[src/rtl/bmp280_pkg.sv]
// Shared definitions for the BMP280 word dump path: ASCII constants, the
// per-word character count, FSM state types and hex/character helpers.
package bmp280_pkg;

  localparam logic [7:0]  ASCII_CR   = 8'h0D;
  localparam logic [7:0]  ASCII_LF   = 8'h0A;
  localparam int unsigned DUMP_CHARS = 6;
  localparam int unsigned IDX_W      = 3;

  typedef enum logic {
    DUMP_IDLE,
    DUMP_SEND
  } dump_state_e;

  typedef enum logic [1:0] {
    TX_IDLE,
    TX_START,
    TX_DATA,
    TX_STOP
  } tx_state_e;

  // 0-9 -> '0'-'9', 10-15 -> 'A'-'F'
  function automatic logic [7:0] nibble_to_ascii(input logic [3:0] nib);
    if (nib < 4'd10) return 8'h30 + 8'(nib);
    else             return 8'h37 + 8'(nib);
  endfunction

  // Character idx of the dump line: four hex digits MSB first, then CR, LF
  function automatic logic [7:0] dump_char(input logic [15:0]      word,
                                           input logic [IDX_W-1:0] idx);
    logic [7:0] ch;
    case (idx)
      3'd0:    ch = nibble_to_ascii(word[15:12]);
      3'd1:    ch = nibble_to_ascii(word[11:8]);
      3'd2:    ch = nibble_to_ascii(word[7:4]);
      3'd3:    ch = nibble_to_ascii(word[3:0]);
      3'd4:    ch = ASCII_CR;
      default: ch = ASCII_LF;
    endcase
    return ch;
  endfunction

endpackage

[src/rtl/uart_tx_byte.sv]
// 8N1 byte serializer with a fixed baud divisor.
// Ports: clk12MHz/rst (sync, active-high); start + data load a byte (honoured
// when idle or in the last stop-bit cycle, giving gapless back-to-back
// characters); tx is the registered line output; done pulses in the final
// stop-bit cycle.
module uart_tx_byte
  import bmp280_pkg::*;
#(
  parameter int unsigned DIVISOR = 104
) (
  input  logic       clk12MHz,
  input  logic       rst,
  input  logic       start,
  input  logic [7:0] data,
  output logic       tx,
  output logic       done
);

  localparam int unsigned BAUD_W = (DIVISOR > 1) ? $clog2(DIVISOR) : 1;
  localparam logic [BAUD_W-1:0] BAUD_LAST = BAUD_W'(DIVISOR - 1);

  tx_state_e         state_q, state_d;
  logic [BAUD_W-1:0] baud_q, baud_d;
  logic [2:0]        bit_q, bit_d;
  logic [7:0]        shift_q, shift_d;
  logic              tx_q, tx_d;
  logic              baud_wrap;

  // Next-state: the line value for the next bit is registered at the edge
  // that starts that bit, so tx never has a combinational path.
  always_comb begin
    state_d   = state_q;
    baud_d    = baud_q;
    bit_d     = bit_q;
    shift_d   = shift_q;
    tx_d      = tx_q;
    done      = 1'b0;
    baud_wrap = (baud_q == BAUD_LAST);

    if (state_q != TX_IDLE) begin
      baud_d = baud_wrap ? '0 : baud_q + BAUD_W'(1);
    end

    case (state_q)
      TX_IDLE: begin
        tx_d = 1'b1;
        if (start) begin
          state_d = TX_START;
          tx_d    = 1'b0;
          shift_d = data;
          baud_d  = '0;
          bit_d   = '0;
        end
      end
      TX_START: begin
        if (baud_wrap) begin
          state_d = TX_DATA;
          bit_d   = '0;
          tx_d    = shift_q[0];
        end
      end
      TX_DATA: begin
        if (baud_wrap) begin
          if (bit_q == 3'd7) begin
            state_d = TX_STOP;
            tx_d    = 1'b1;
          end else begin
            bit_d   = bit_q + 3'd1;
            shift_d = {1'b0, shift_q[7:1]};
            tx_d    = shift_q[1];
          end
        end
      end
      TX_STOP: begin
        if (baud_wrap) begin
          done = 1'b1;
          if (start) begin
            state_d = TX_START;
            tx_d    = 1'b0;
            shift_d = data;
            baud_d  = '0;
            bit_d   = '0;
          end else begin
            state_d = TX_IDLE;
            tx_d    = 1'b1;
          end
        end
      end
      default: begin
        state_d = TX_IDLE;
        tx_d    = 1'b1;
      end
    endcase
  end

  // State register
  always_ff @(posedge clk12MHz) begin
    if (rst) begin
      state_q <= TX_IDLE;
      baud_q  <= '0;
      bit_q   <= '0;
      shift_q <= '0;
      tx_q    <= 1'b1;
    end else begin
      state_q <= state_d;
      baud_q  <= baud_d;
      bit_q   <= bit_d;
      shift_q <= shift_d;
      tx_q    <= tx_d;
    end
  end

  assign tx = tx_q;

endmodule

[src/rtl/spi_word_uart_dump.sv]
// Dumps each accepted 16-bit word as "HHHH\r\n" on an 8N1 UART line.
// Ports: clk12MHz/rst (sync, active-high); word_in/word_valid/word_ready
// valid-ready input (words offered while busy wait, they are not queued);
// tx UART line (idles high); busy = ~word_ready.
module spi_word_uart_dump
  import bmp280_pkg::*;
#(
  parameter int unsigned CLK_HZ  = 12000000,
  parameter int unsigned BAUD    = 115200,
  parameter int unsigned DIVISOR = CLK_HZ / BAUD
) (
  input  logic        clk12MHz,
  input  logic        rst,
  input  logic [15:0] word_in,
  input  logic        word_valid,
  output logic        word_ready,
  output logic        tx,
  output logic        busy
);

  if (DIVISOR < 2) begin : g_bad_divisor
    $error("spi_word_uart_dump: DIVISOR must be at least 2");
  end

  localparam logic [IDX_W-1:0] LAST_IDX = IDX_W'(DUMP_CHARS - 1);

  dump_state_e      state_q, state_d;
  logic [15:0]      word_q, word_d;
  logic [IDX_W-1:0] idx_q, idx_d;
  logic             ready_q, ready_d;
  logic             busy_q, busy_d;
  logic             ser_start_c;
  logic [7:0]       ser_char_c;
  logic             ser_done;

  // Top FSM; the NEXT decision is folded into the serializer-done cycle so
  // the following character starts with no gap. The first character comes
  // straight from word_in because the holding register loads on the same edge.
  always_comb begin
    state_d     = state_q;
    word_d      = word_q;
    idx_d       = idx_q;
    ser_start_c = 1'b0;
    ser_char_c  = dump_char(word_q, idx_q);

    case (state_q)
      DUMP_IDLE: begin
        if (word_valid) begin
          state_d     = DUMP_SEND;
          word_d      = word_in;
          idx_d       = '0;
          ser_start_c = 1'b1;
          ser_char_c  = dump_char(word_in, '0);
        end
      end
      DUMP_SEND: begin
        if (ser_done) begin
          if (idx_q < LAST_IDX) begin
            idx_d       = idx_q + IDX_W'(1);
            ser_start_c = 1'b1;
            ser_char_c  = dump_char(word_q, idx_q + IDX_W'(1));
          end else begin
            state_d = DUMP_IDLE;
          end
        end
      end
      default: state_d = DUMP_IDLE;
    endcase

    ready_d = (state_d == DUMP_IDLE);
    busy_d  = ~ready_d;
  end

  // State register
  always_ff @(posedge clk12MHz) begin
    if (rst) begin
      state_q <= DUMP_IDLE;
      word_q  <= '0;
      idx_q   <= '0;
      ready_q <= 1'b1;
      busy_q  <= 1'b0;
    end else begin
      state_q <= state_d;
      word_q  <= word_d;
      idx_q   <= idx_d;
      ready_q <= ready_d;
      busy_q  <= busy_d;
    end
  end

  uart_tx_byte #(
    .DIVISOR (DIVISOR)
  ) u_tx (
    .clk12MHz (clk12MHz),
    .rst      (rst),
    .start    (ser_start_c),
    .data     (ser_char_c),
    .tx       (tx),
    .done     (ser_done)
  );

  assign word_ready = ready_q;
  assign busy       = busy_q;

endmodule

[config.mk]
export PLATFORM = sky130hd
export DESIGN_NAME = spi_word_uart_dump
export DESIGN_NICKNAME = d
export VERILOG_FILES = /design/src/rtl/bmp280_pkg.sv /design/src/rtl/uart_tx_byte.sv /design/src/rtl/spi_word_uart_dump.sv
export SDC_FILE = /design/constraint.sdc
export NUM_CORES = 1
export LEC_CHECK = 0
export ABC_AREA = 1
export BUFFER_PORTS_ARGS = -buffer_cell sky130_fd_sc_hd__buf_2
export CORE_MARGIN = 2
export CORE_UTILIZATION = 58
export DETAILED_ROUTE_END_ITERATION = 6
export GPL_ROUTABILITY_DRIVEN = 0
export PLACE_DENSITY = 0.86
export REMOVE_ABC_BUFFERS = 1
export SLEW_MARGIN = 20
export SYNTH_ARGS = -nofsm -noshare
export SYNTH_HDL_FRONTEND = slang
export SYNTH_SLANG_ARGS = --single-unit
[constraint.sdc]
create_clock -name clk12MHz -period 3.07 [get_ports clk12MHz]
set_clock_uncertainty 0.1 [all_clocks]
set_input_delay 0.614 -clock clk12MHz [delete_from_list [all_inputs] [get_ports clk12MHz]]
set_output_delay 0.614 -clock clk12MHz [all_outputs]
set_load 0.01 [all_outputs]
==> impl_metrics.tcl, run 1 <==
set metrics [dict create \
    syn_inst 423 \
    syn_to_final_growth_pct 10.44 \
    finalMaxSlewViolations 0 \
    antenna_found_initial 0 \
    finalSetupViolations 0 \
    reg2reg_from "idx_q[0]" \
    ios 22 \
    slowest_delay_ns 0.38 \
    post_cts_buffers 0 \
    status "completed" \
    cp-end-kind "flop" \
    syn_area_per_cell_sq_um 6.460 \
    arrival_ns 2.41 \
    fin_cells 498 \
    power.density_nw_per_um2 662.2 \
    cts-hold-fix-buffers 0 \
    die_area_sq_um 5277 \
    cts_tree "built" \
    vdd_drop_max_uv 429.7 \
    ys_ff_latch 41 \
    required_ns 3.20 \
    r2r_cells 11 \
    place_inst 490 \
    drive_gt1_share_pct 10.99 \
    cts_root_buffer "clkbuf_8" \
    min_path_type "reg -> reg" \
    total_leakage_power_nw 1.412 \
    min_to "u_tx.shift_q[5]" \
    drc 0 \
    firstDrtPassIters 7 \
    fp-row-count 24 \
    rsz0062_at_grt "no" \
    routed_via_density 5.514 \
    period_share_pct 74.24 \
    synth_top_cell_area_share_pct 30.04 \
    r2r-end "u_tx.shift_q[1]" \
    setup_slack_ns 0.7908 \
    min_from "u_tx.shift_q[5]" \
    synthTopCellsByArea "dfxtp_1, nand2_1, ha_1" \
    clk_pin_slew_worst_paths_ns 0.09 \
    grt_pass1_vias 2521 \
    hold_viol 0 \
    cp_common_cell "nand2_1" \
    vias 2746 \
    cts_sinks 41 \
    slew_headroom_pct 50.69 \
    period_needed_ns 2.279 \
    path_max_fanout 6 \
    clock_path_buffers 2 \
    yosys.area.top_type "dfxtp_1" \
    drt-initial-drc-count 196 \
    dp_hpwl_um 4576 \
    diodes 0 \
    r2r_slack_ns 0.79 \
    worstMarginPinSlew_ns 0.7389 \
    grt_start_max_net_pins 25 \
    crit_family "simple AND/OR/NAND/NOR gates" \
    critPathBufInv 2 \
    startpoint_type "flop" \
    core_sq_um 4444 \
    fillers 401 \
    grt_usage_pct 25.39 \
    cts_buffers 5 \
    cts_resized 0 \
    fin_nets 483 \
    finalSetupTns_ns 0 \
    grt_pass1_wl_um 10730 \
    yosysWarnings 0 \
    max_cap_viol_count 0 \
    ys_seq_area_share_pct 30.04 \
    die_w_um 72.64 \
    clock_latency_ns 0.30 \
    drt_wl_total_um 6359 \
    fmax_mhz 438.8 \
    dp_worst_setup_slack_ns 0.7146 \
    crit_chain "ha_1 > ha_1 > nand2_1 > inv_1 > nor3_1 > inv_1 > o21ai_0 > o21ai_0 > nand2_1 > nand2_1 > a21oi_1" \
    drtAntennaViolNets 0 \
    port_buffers 21 \
    syn_area_sq_um 2733 \
    ys_types 36 \
    start_util_pct 61.49 \
    fp.dieH_um 72.64 \
    worstSetupPathType "reg -> reg" \
    wl_per_cell_um 12.77 \
    post-route-util_pct 67.91 \
    hold_depth 2 \
    crit_slowest_cell "dfxtp_1" \
    ctsHtreeMaxLevel 2 \
    overflow 0 \
]
## how the worst max path moves through the flow
stage / cells after the start / from / slack [ns] / endpoint
after global routing: 9 / idx_q[0] / 0.65 / u_tx.shift_q[3]
after detailed placement: 10 / word_valid / 0.71 / u_tx.shift_q[0]
after floorplan: 9 / word_valid / 1.03 / u_tx.bit_q[1]
after CTS: 12 / idx_q[0] / 0.87 / u_tx.shift_q[4]
after global placement: 10 / word_valid / 0.79 / u_tx.shift_q[0]
final: 11 / idx_q[0] / 0.79 / u_tx.shift_q[1]
## area by class of cell
type	instances	area [sq um]	share of cell area, %
Multi-Input combinational cell	317	1660	55.02
Sequential cell	41	820.8	27.20
Inverter	57	214.0	7.090
Timing Repair Buffer	23	120.1	3.980
Clock buffer	5	68.82	2.280
Clock inverter	3	68.82	2.280
Tap cell	52	65.06	2.156
## synthesized netlist by cell type
library cell	count
o21ai_1	4
nand3b_1	1
nand2_2	5
or2_2	1
nand3_1	23
clkinv_1	1
nand3b_2	1
a21oi_4	1
dfxtp_1	41
o21bai_1	1
buf_4	1
nor2_1	61
o21ai_2	1
xor2_1	5
nand3_2	1
nand2_1	93
o22ai_1	5
inv_1	55
o21a_1	1
o211ai_1	4
mux2i_1	1
a21oi_2	2
nor2_4	1
nor3_1	5
a21oi_1	33
ha_1	19
a211oi_1	1
o21ai_0	38
nor3_4	1
buf_2	3
nand2_4	1
nand4_1	2
nor2_2	2
clkbuf_1	4
inv_2	1
a31oi_1	3
## sequential cells by signal, indices dropped and copies added (netlist names)
signal        count
word_q           16
u_tx.baud_q       7
u_tx.shift_q      7
idx_q             3
u_tx.bit_q        3
u_tx.state_q      2
busy              1
u_tx.tx           1
word_ready        1
## report_power, final
group / leakage, nW / switching (W) / internal [W]
clock: 0.0687 / 0.000204 / 0.000327
sequential: 0.337 / 0.0000648 / 0.000625
combinational: 1.01 / 0.000497 / 0.000280
total: 1.41 / 0.000766 / 0.00123
## tightest hold or removal path: cells and delay by family (launching register included)
kind | cells | cell delay [ns]
flops | 1 | 0.32
compound gates | 1 | 0.06
simple gates | 1 | 0.06
## per-stage QoR
| stage | power (W) | instance area [sq um] | hold slack (ns) |
|---|---|---|---|
| 5_1_grt | 0.002153 | 3018 | 0.4046 |
| 4_1_cts | 0.001993 | 3018 | 0.3784 |
| 2_1_floorplan | 0.001287 | 2695 | 0.3391 |
| 3_3_place_gp | 0.001435 | 2880 | 0.3519 |
| 6_report | 0.001999 | 3018 | 0.3778 |
| 3_5_place_dp | 0.001457 | 2880 | 0.3581 |
## logic make-up after synthesis
| kind of cell | Yosys count | share of synthesized area (%) |
|---|---|---|
| fa+ha+maj | 19 | 8.700 |
| compound gates | 94 | 19.05 |
| xor+xnor | 5 | 1.602 |
| simple gates | 198 | 31.04 |
| buf+inv | 65 | 9.203 |
| mux | 1 | 0.3663 |
| flops | 41 | 30.04 |
## per-layer routing
layer | GRT usage [%] | vias to the layer above | share of wire, %
li1 | - | 1418 | -
met1 | 33.93 | 1211 | 45
met2 | 40.81 | 104 | 46
met3 | 3.729 | 13 | 7.0
met4 | 10.91 | 0 | 1.9
met5 | 0 | - | 0
## layout by cell type (no fill, tap or decap), drive strengths merged, types with 3 or more instances in the layout
cell    count
a21oi      36
a31oi       3
buf        23
clkbuf      5
dfxtp      41
ha         19
inv        57
nand2      99
nand3      24
nor2       64
nor3        6
o211ai      4
o21ai      43
o22ai       5
xor2        5
No activity file was read; power rests on OpenSTA's default activity.
==> run 2: changes to the inputs <==
--- a/config.mk
+++ b/config.mk
@@ -5,13 +5,13 @@
 export SDC_FILE = /design/constraint.sdc
 export NUM_CORES = 1
 export LEC_CHECK = 0
-export ABC_AREA = 1
+export ABC_AREA = 0
 export BUFFER_PORTS_ARGS = -buffer_cell sky130_fd_sc_hd__buf_2
 export CORE_MARGIN = 2
-export CORE_UTILIZATION = 58
+export CORE_UTILIZATION = 54
 export DETAILED_ROUTE_END_ITERATION = 6
 export GPL_ROUTABILITY_DRIVEN = 0
-export PLACE_DENSITY = 0.86
+export PLACE_DENSITY = 0.84
 export REMOVE_ABC_BUFFERS = 1
 export SLEW_MARGIN = 20
 export SYNTH_ARGS = -nofsm -noshare
==> constraint.sdc (replaced) <==
create_clock -name clk12MHz -period 1.9 [get_ports clk12MHz]
set_clock_uncertainty 0.1 [all_clocks]
set_input_delay 0.38 -clock clk12MHz [delete_from_list [all_inputs] [get_ports clk12MHz]]
set_output_delay 0.38 -clock clk12MHz [all_outputs]
set_load 0.01 [all_outputs]
==> run 2 against run 1 <==
Net effect:
- the flow now finishes with violations (design-rule violations, negative setup slack)
- via count grew 23%
- sequential share of layout area shrank 6.6 points
- largest cell class unchanged
- maximum frequency grew 2.4%
- setup slack lost 1.1 ns
- register-to-register slack lost 1.1 ns
- power grew 60%
- area after synthesis grew 1.7%
- first-iteration DRC count grew to 2.5 times the previous value
- synthesized cell count shrank 15%
- critical endpoint is now u_tx.shift_q[0]
- worst hold slack lost 0.17 ns
- largest power group unchanged
- global-route usage grew 8.5 points
==> impl_metrics.tcl, run 2 <==
set metrics [dict create \
    total_leakage_power_nw 1.625 \
    synthFlopType "dfxtp_1" \
    path_max_fanout 5 \
    dp_worst_setup_slack_ns -0.3928 \
    required_ns 1.99 \
    finalMaxSlewViolations 0 \
    crit_chain "buf_6 > o21a_1 > or4b_4 > nor2_4 > buf_6 > a21oi_4 > a2111oi_4" \
    worstMarginPinSlew_ns 0.4543 \
    syn_area_per_cell_sq_um 7.744 \
    cp_common_cell "buf_6" \
    wl_per_cell_um 21.20 \
    grt_pass1_vias 3084 \
    r2r_cells 7 \
    drtAntennaViolNets 0 \
    cp-startpoint "idx_q[0]" \
    vdd_drop_max_uv 756.3 \
    worstSetupPathType "reg -> reg" \
    period_needed_ns 2.225 \
    clock_latency_ns 0.30 \
    mostFrequentLayoutCells "buf_4, nand2_1, dfxtp_1" \
    grt_usage_pct 33.93 \
    fmax_mhz 449.5 \
    cts_root_buffer "clkbuf_8" \
    drt_wl_total_um 11000 \
    slew_headroom_pct 69.39 \
    grt_pass1_wl_um 14640 \
    final_common_cell "buf_4" \
    overflow 0 \
    dp_hpwl_um 5568 \
    yosysMostFrequentCell "nand2_1" \
    die_w_um 75.75 \
    r2r-end "u_tx.shift_q[0]" \
    synth_top_cell_area_share_pct 29.52 \
    ctsHtreeMaxLevel 2 \
    syn_to_final_growth_pct 45.86 \
    syn_area_sq_um 2780 \
    fp-row-count 26 \
    hold_viol 0 \
    fp.dieH_um 75.75 \
    arrival_ns 2.32 \
    endpoint "u_tx.shift_q[0]" \
    drt-initial-drc-count 496 \
    multi_input_comb_area_sq_um 2213 \
    fin_nets 487 \
    diodes 0 \
    synth-edff-count 0 \
    yosysWarnings 0 \
    finalSetupViolations 23 \
    slowest_delay_ns 0.58 \
    crit_slowest_cell "or4b_4" \
    cts_sinks 41 \
    regArea_sq_um 833.3 \
    routed_via_density 6.513 \
    post-route-util_pct 80.42 \
    violations "design-rule violations, negative setup slack" \
    synthTopCellsByArea "dfxtp_1, ha_1, nand2_1" \
    setup_slack_ns -0.3249 \
    async_flop_share_pct 0 \
    ys_seq_area_share_pct 29.52 \
    core_sq_um 5042 \
    startpoint_type "flop" \
    r2r_slack_ns -0.32 \
    ios 22 \
    firstDrtPassIters 7 \
    die_area_sq_um 5738 \
    clk_pin_slew_worst_paths_ns 0.08 \
    min_path_type "in -> reg" \
    regMostFlops "word_q" \
    grt_start_max_net_pins 18 \
    status "finished with violations" \
    port_buffers 21 \
    syn_inst 359 \
    cp-end-kind "flop" \
    yosys.area.top_type "dfxtp_1" \
    vias 3380 \
    cts_tree "built" \
    period_share_pct 117.1 \
    power.density_nw_per_um2 790.8 \
    ys_types 60 \
    fin_total_pwr_w 0.003207 \
    drc 3 \
    reg2reg_from "idx_q[0]" \
    drive_gt1_share_pct 40.31 \
    antenna_found_initial 0 \
    ys_ff_latch 41 \
    rsz0062_at_grt "yes" \
    top_regs "word_q (16), u_tx.baud_q (7), u_tx.shift_q (7)" \
    largest_reg_flops 16 \
    netlist_top_cells_count "nand2_1, dfxtp_1, a21oi_1, nor2_1" \
    cts_buffers 5 \
    start_util_pct 55.14 \
    clock_path_buffers 2 \
    max_cap_viol_count 0 \
    fillers 277 \
]
==> run 2: cell types whose count changed in the layout (fill, tap and decap cells not counted), moves of 10 or more <==
cell,previous run,this run
nor2_1,61,23
nand2_1,93,57
o21ai_0,38,12
inv_1,55,16
buf_6,0,13
buf_4,2,65
nor2b_1,0,11
nand3_1,23,13
==> run 2: metrics by stage <==
stage	hold WS [ns]	setup TNS, ns	cell area, sq um	instances
final	0.2060	-4.129	4055	519
after global routing	0.2225	-4.733	4055	519
after CTS	0.2141	-1.744	3697	510
after detailed placement	0.3505	-3.909	3386	496
after global placement	0.3455	-2.727	3386	496
after floorplan	0.3303	-1.675	2708	342
==> run 2: cell families (layout without fill, tap and decap cells) <==
group                    count (synthesis)  after routing  share of synthesized area [%]
buffers and inverters                   36            126                          5.175
XOR/XNOR                                11             11                          3.466
AO/OA/AOI/OAI                           93             93                          23.31
AND/OR/NAND/NOR                        153            153                          27.63
flip-flops                              41             41                          29.52
adder cells (fa/ha/maj)                 19             19                          8.551
multiplexers                             6              6                          2.340
==> run 2: critical path: cells and delay by family (launching register included) <==
family	cells	cell delay [ns]
simple gates	2	0.80
compound gates	3	0.57
flops	1	0.38
buf+inv	2	0.26
==> run 2: metal layers <==
| metal | routed length, um | vias up | track usage (%) |
|---|---|---|---|
| met5 | 0 | - | 0 |
| met4 | 954 | 0 | 15.01 |
| met3 | 975 | 116 | 8.201 |
| met2 | 5131 | 250 | 58.72 |
| met1 | 3943 | 1562 | 39.52 |
| li1 | - | 1452 | - |
==> run 2: power breakdown <==
part	internal [W]	leakage [nW]	switching, W
logic	0.000705	1.24	0.000819
registers	0.000977	0.338	0.000105
clock network	0.000289	0.0443	0.000313
total	0.00197	1.62	0.00124
==> run 2: cell type report <==
type,instances,share of cell area [%]
sequential,41,20.55
multi-input combinational,282,54.58
tap,70,2.160
inverter,19,1.851
clock buffer,7,2.129
timing repair buffer,100,18.73
==> run 2: worst min-delay path by stage <==
stage,startpoint,end,depth (start not counted)
finish,word_in[6],word_q[6],3
global route,word_in[4],word_q[4],3
CTS,word_in[10],word_q[10],3
detailed placement,word_q[0],word_q[0],2
global placement,word_q[8],word_q[8],2
floorplan,word_q[0],word_q[0],2
==> run 2: repair_timing <==
| action | 4_1_cts | 5_1_grt |
|---|---|---|
| hold endpoints to repair | 0 | 0 |
| gates cloned | 0 | 0 |
| endpoints found under the setup margin | 21 | 22 |
| resized for setup | 36 | 64 |
| hold buffers | 0 | 0 |
| setup buffers | 7 | 11 |
| pin swaps | 10 | 25 |
